--- config.mk ---
export PLATFORM = sky130hd
export DESIGN_NAME = mem_arbiter
export DESIGN_NICKNAME = d
export VERILOG_FILES = /design/src/rtl/mem_arb_pkg.sv /design/src/rtl/mem_arb_starve_ctr.sv /design/src/rtl/mem_arbiter.sv
export SDC_FILE = /design/constraint.sdc
export NUM_CORES = 1
export LEC_CHECK = 0
export CAP_MARGIN = 10
export CORE_AREA = 2 2 202 204
export DETAILED_ROUTE_END_ITERATION = 7
export DIE_AREA = 0 0 204 206
export GPL_TIMING_DRIVEN = 0
export RECOVER_POWER = 50
export SLEW_MARGIN = 20
export SYNTH_ARGS = -nofsm -noshare
export SYNTH_HDL_FRONTEND = slang
export SYNTH_HIERARCHICAL = 1
export SYNTH_SLANG_ARGS = --single-unit
--- constraint.sdc ---
create_clock -name clk -period 7.4 [get_ports clk]
set_clock_uncertainty 0.05 [all_clocks]
set_input_delay 0.74 -clock clk [delete_from_list [all_inputs] [get_ports clk]]
set_output_delay 0.74 -clock clk [all_outputs]
set_load 0.02 [all_outputs]
--- src/rtl/mem_arb_pkg.sv ---
// Shared types and default widths for the fetch/data memory arbiter.
package mem_arb_pkg;
  localparam int ADDR_W_DEF     = 64;
  localparam int DATA_W_DEF     = 64;
  localparam int STARVE_MAX_DEF = 4;

  typedef enum logic [1:0] {
    IDLE    = 2'd0,
    GRANT_I = 2'd1,
    GRANT_D = 2'd2
  } arb_state_e;
endpackage

--- src/rtl/mem_arb_starve_ctr.sv ---
// Saturating count of data grants issued while fetch waits; flags when the limit is reached.
module mem_arb_starve_ctr
  import mem_arb_pkg::*;
#(
  parameter int STARVE_MAX = STARVE_MAX_DEF
) (
  input  logic clk,
  input  logic reset,
  input  logic inc_i,
  input  logic clr_i,
  output logic at_max_o
);
  localparam int CW = $clog2(STARVE_MAX + 1);

  logic [CW-1:0] cnt_q, cnt_d;

  always_comb begin
    cnt_d = cnt_q;
    if (clr_i)
      cnt_d = '0;
    else if (inc_i && (cnt_q != CW'(STARVE_MAX)))
      cnt_d = cnt_q + 1'b1;
  end

  always_ff @(posedge clk or posedge reset) begin
    if (reset) cnt_q <= '0;
    else       cnt_q <= cnt_d;
  end

  assign at_max_o = (cnt_q == CW'(STARVE_MAX));
endmodule

--- src/rtl/mem_arbiter.sv ---
// Single-port memory arbiter for fetch and data paths; data has priority.
// Define MEM_ARB_FAIR_EN to bound fetch starvation with mem_arb_starve_ctr.
module mem_arbiter
  import mem_arb_pkg::*;
#(
  parameter int ADDR_W     = ADDR_W_DEF,
  parameter int DATA_W     = DATA_W_DEF,
  parameter int STARVE_MAX = STARVE_MAX_DEF
) (
  input  logic              clk,
  input  logic              reset,
  input  logic              i_req,
  input  logic [ADDR_W-1:0] i_addr,
  output logic [DATA_W-1:0] i_rdata,
  output logic              i_done,
  output logic              i_stall,
  input  logic              d_req,
  input  logic              d_we,
  input  logic [ADDR_W-1:0] d_addr,
  input  logic [DATA_W-1:0] d_wdata,
  output logic [DATA_W-1:0] d_rdata,
  output logic              d_done,
  output logic              d_stall,
  output logic              mem_req,
  output logic              mem_we,
  output logic [ADDR_W-1:0] mem_addr,
  output logic [DATA_W-1:0] mem_wdata,
  input  logic              mem_ack,
  input  logic [DATA_W-1:0] mem_rdata
);
  arb_state_e        state_q, state_d;
  logic [ADDR_W-1:0] addr_q, addr_d;
  logic [DATA_W-1:0] wdata_q, wdata_d;
  logic [DATA_W-1:0] i_rdata_q, i_rdata_d;
  logic [DATA_W-1:0] d_rdata_q, d_rdata_d;
  logic              we_q, we_d;
  logic              i_done_q, i_done_d;
  logic              d_done_q, d_done_d;
  logic              i_elig, d_elig, fetch_first;
  logic              grant_i, grant_d;

  // A requester whose done is showing is dropping that request, so it must not win again.
  assign i_elig  = i_req & ~i_done_q;
  assign d_elig  = d_req & ~d_done_q;
  assign grant_i = (state_q == IDLE) && (state_d == GRANT_I);
  assign grant_d = (state_q == IDLE) && (state_d == GRANT_D);

`ifdef MEM_ARB_FAIR_EN
  mem_arb_starve_ctr #(.STARVE_MAX(STARVE_MAX)) u_starve (
    .clk      (clk),
    .reset    (reset),
    .inc_i    (grant_d & i_elig),
    .clr_i    (~i_req | grant_i),
    .at_max_o (fetch_first)
  );
`else
  assign fetch_first = 1'b0;
`endif

  always_ff @(posedge clk or posedge reset) begin
    if (reset) state_q <= IDLE;
    else       state_q <= state_d;
  end

  always_comb begin
    state_d = state_q;
    case (state_q)
      IDLE: begin
        if (d_elig && !(i_elig && fetch_first)) state_d = GRANT_D;
        else if (i_elig)                        state_d = GRANT_I;
      end
      GRANT_I, GRANT_D: if (mem_ack) state_d = IDLE;
      default: state_d = IDLE;
    endcase
  end

  always_comb begin
    addr_d    = addr_q;
    we_d      = we_q;
    wdata_d   = wdata_q;
    i_rdata_d = i_rdata_q;
    d_rdata_d = d_rdata_q;
    i_done_d  = 1'b0;
    d_done_d  = 1'b0;
    if (grant_d) begin
      addr_d  = d_addr;
      we_d    = d_we;
      wdata_d = d_wdata;
    end else if (grant_i) begin
      addr_d  = i_addr;
      we_d    = 1'b0;
      wdata_d = '0;
    end
    if (state_q == GRANT_I && mem_ack) begin
      i_rdata_d = mem_rdata;
      i_done_d  = 1'b1;
    end
    // Stores leave the previous load data in place.
    if (state_q == GRANT_D && mem_ack) begin
      d_done_d = 1'b1;
      if (!we_q) d_rdata_d = mem_rdata;
    end
  end

  always_ff @(posedge clk or posedge reset) begin
    if (reset) begin
      addr_q    <= '0;
      we_q      <= 1'b0;
      wdata_q   <= '0;
      i_rdata_q <= '0;
      d_rdata_q <= '0;
      i_done_q  <= 1'b0;
      d_done_q  <= 1'b0;
    end else begin
      addr_q    <= addr_d;
      we_q      <= we_d;
      wdata_q   <= wdata_d;
      i_rdata_q <= i_rdata_d;
      d_rdata_q <= d_rdata_d;
      i_done_q  <= i_done_d;
      d_done_q  <= d_done_d;
    end
  end

  assign mem_req   = (state_q != IDLE);
  assign mem_we    = we_q;
  assign mem_addr  = addr_q;
  assign mem_wdata = wdata_q;
  assign i_rdata   = i_rdata_q;
  assign d_rdata   = d_rdata_q;
  assign i_done    = i_done_q;
  assign d_done    = d_done_q;
  assign i_stall   = i_req & ~i_done_q;
  assign d_stall   = d_req & ~d_done_q;
endmodule
==> results.cfg <==
[outcome]
outcome = complete, but fails checks
violations = capacitance limit, slew limit

[power]
p_int_mw = 4.85
sequentialPowerShare = 0.312
netSwitchingFraction = 0.387
pwr-share-comb = 0.500
leakage_nw = 7.37
vdd_drop_max_mv = 0.315
clockPowerShare = 0.188
p_switching_mw = 3.07
powerDensity_mw_per_mm2 = 467

[clock_tree]
clock_latency_ps = 580
cts_root_buf = clkbuf_16
clkSinkCount = 261
cts_tree = yes
post_cts_buffers = 0
cts_resized = 0
cts_inserted_buffers = 30
cts_buffer_depth = 3
cts_hold_buf = 0
cts-htree-levels = 1
clk_pin_slew_ps = 60

[die]
rows = 74
start_util = 0.248
die_area_mm2 = 0.0420
core_area_mm2 = 0.0402
io_pins = 524
die_x_um = 204
die_y_um = 206

[finish]
final_cells = 1842
final_area_mm2 = 0.0169
fin_nets = 1555
drive_gt1_frac = 0.160
diodes = 0
nFillCells = 3809
area_growth_pct = 70.3

[setup_path]
crit_top_cell = clkbuf_1
slowest_delay_ps = 1350
crit_fanout = 32
crit_family = buffers and inverters
crit_chain = dlygate4sd3_1 > clkinvlp_2 > clkbuf_1 > clkbuf_1
worst-path-buf-inv = 4
criticalPathCategory = input pin to async pin
slowest_stage = clkbuf_1
end_kind = async pin
arrival_ps = 4770
worstPathRequired_ps = 7730
start_kind = input pin

[placed_design]
routabilityCongestion = 0.846
postPlaceCellArea_mm2 = 0.0160
dp_hpwl_mm = 28.2
dp.cells = 1789
pre_cts_ws_ps = 3460
io_buffer_count = 523

[synthesis]
synth_top_area_cell = dfrtp_1
synth-seq-area-share = 0.657
syn_area_per_cell_um2 = 13.7
ys_warn_count = 6
synth_nets = 992
synth_edf_count = 0
ys_ff_latch = 261
async_flop_share = 1.00
synthFlopType = dfrtp_1
netlist_instances = 726
synth_commonest_cells = dfrtp_1, mux2_2, inv_1, a21oi_1, a22o_1
syn_area_mm2 = 0.00995
yosysMostFrequentCell = dfrtp_1
yosysTopAreaCellShare = 0.657
ys_top_cells_by_area = dfrtp_1, mux2_2, a22o_1
yosysUniqueCellTypes = 26

[global_routing]
grt_pass1_wl_mm = 54.1
grt_pass1_vias = 8679
grt_max_degree = 33
overflow = 0
grt_use_total = 0.169
antenna_found_initial = 3

[routing]
wirelength_mm = 37.2
route.vias.total = 8172
wl_per_cell_um = 20.2
vias_per_cell = 4.44
drt_iter0_drc = 261
drc_errors = 0
ant_nets = 0
dr.pass1.iters = 4

[timing]
setup_viol = 0
fmax_ghz = 0.225
hold_viol = 0
period_needed_ps = 4440
relSlewSlack = -0.223
fin_ws_ps = 2960
fin_setup_tns_ps = 0
maxSlewViolCount = 95
period_share = 0.600
rsz0062_at_grt = false
worstMarginPinSlew_ps = 1830

[run]
drv_cap = 3

[worst_hold_path]
hold_class = flop to flop
## placed cells by master (no fill, tap or decap), types with 3 or more instances in the layout
cell	instances
buf_4	6
bufinv_16	3
dfrtp_1	261
nor2_1	3
a22o_1	65
inv_1	69
o22ai_1	63
buf_2	23
a21oi_1	65
dlygate4sd3_1	110
clkbuf_1	27
buf_12	5
mux2_2	128
clkinv_2	6
clkbuf_16	30
ha_1	4
clkdlybuf4s50_1	413
## cell type report
type | instances | area (um^2) | area share
Sequential cell | 261 | 6530 | 0.385
Timing Repair Buffer | 531 | 5350 | 0.316
Multi-Input combinational cell | 347 | 2920 | 0.172
Clock buffer | 39 | 805 | 0.0475
Tap cell | 532 | 666 | 0.0393
Inverter | 70 | 264 | 0.0156
Buffer | 48 | 231 | 0.0137
Clock inverter | 14 | 185 | 0.0109
## path summary, 6_finish.rpt
kind                               start       endpoint  slack [ps]  cells after the start
max                                reset    mem_addr[1]        2960                      4
min                        mem_wdata[14]  mem_wdata[14]         440                      1
max reg2reg                   state_q[0]    mem_addr[6]        3790                      8
min reg2reg                mem_wdata[14]  mem_wdata[14]         440                      1
max in group clk              state_q[0]    mem_addr[6]        3790                      8
min in group asynchronous          reset   mem_addr[38]         860                      2
## metrics by stage
step / hold WS, ps / util / power [mW]
4_1_cts: 452 / 0.423 / 8.16
3_5_place_dp: 430 / 0.398 / 6.60
5_1_grt: 462 / 0.422 / 8.38
6_report: 445 / 0.422 / 7.92
2_1_floorplan: 552 / - / 4.54
3_3_place_gp: 434 / 0.394 / 6.56
## logic make-up (layout without fill, tap and decap cells)
| family | after synthesis | after routing | synth area share |
|---|---|---|---|
| DFF | 261 | 261 | 0.657 |
| AOI/OAI and AO/OA | 197 | 197 | 0.133 |
| buffers and inverters | 118 | 702 | 0.0497 |
| and+or+nand+nor | 18 | 18 | 0.0104 |
| adders and majority gates | 4 | 4 | 0.00503 |
| muxes | 128 | 128 | 0.145 |
## power groups by stage
| stage | Sequential [mW] | Clock, mW | Combinational, mW |
|---|---|---|---|
| 2_1_floorplan | 3.27 | 0 | 1.27 |
| 3_5_place_dp | 2.50 | 0 | 4.11 |
| 5_1_grt | 2.56 | 1.60 | 4.23 |
| 3_3_place_gp | 2.48 | 0 | 4.08 |
| 6_report | 2.47 | 1.49 | 3.96 |
| 4_1_cts | 2.49 | 1.54 | 4.13 |
## layer usage
metal	up-vias	share of wire	track usage
li1	3708	-	-
met1	4025	0.39	0.200
met2	374	0.48	0.287
met3	61	0.10	0.0610
met4	4	0.027	0.0518
met5	-	0.00073	0
## sequential cells by signal, summed over array words and instances, names as in the netlist
| register | count |
|---|---|
| mem_wdata | 64 |
| state_q | 2 |
| i_rdata | 64 |
| mem_addr | 64 |
| d_done | 1 |
| d_rdata | 64 |
| mem_we | 1 |
| i_done | 1 |
No activity file was read; power rests on OpenSTA's default activity.
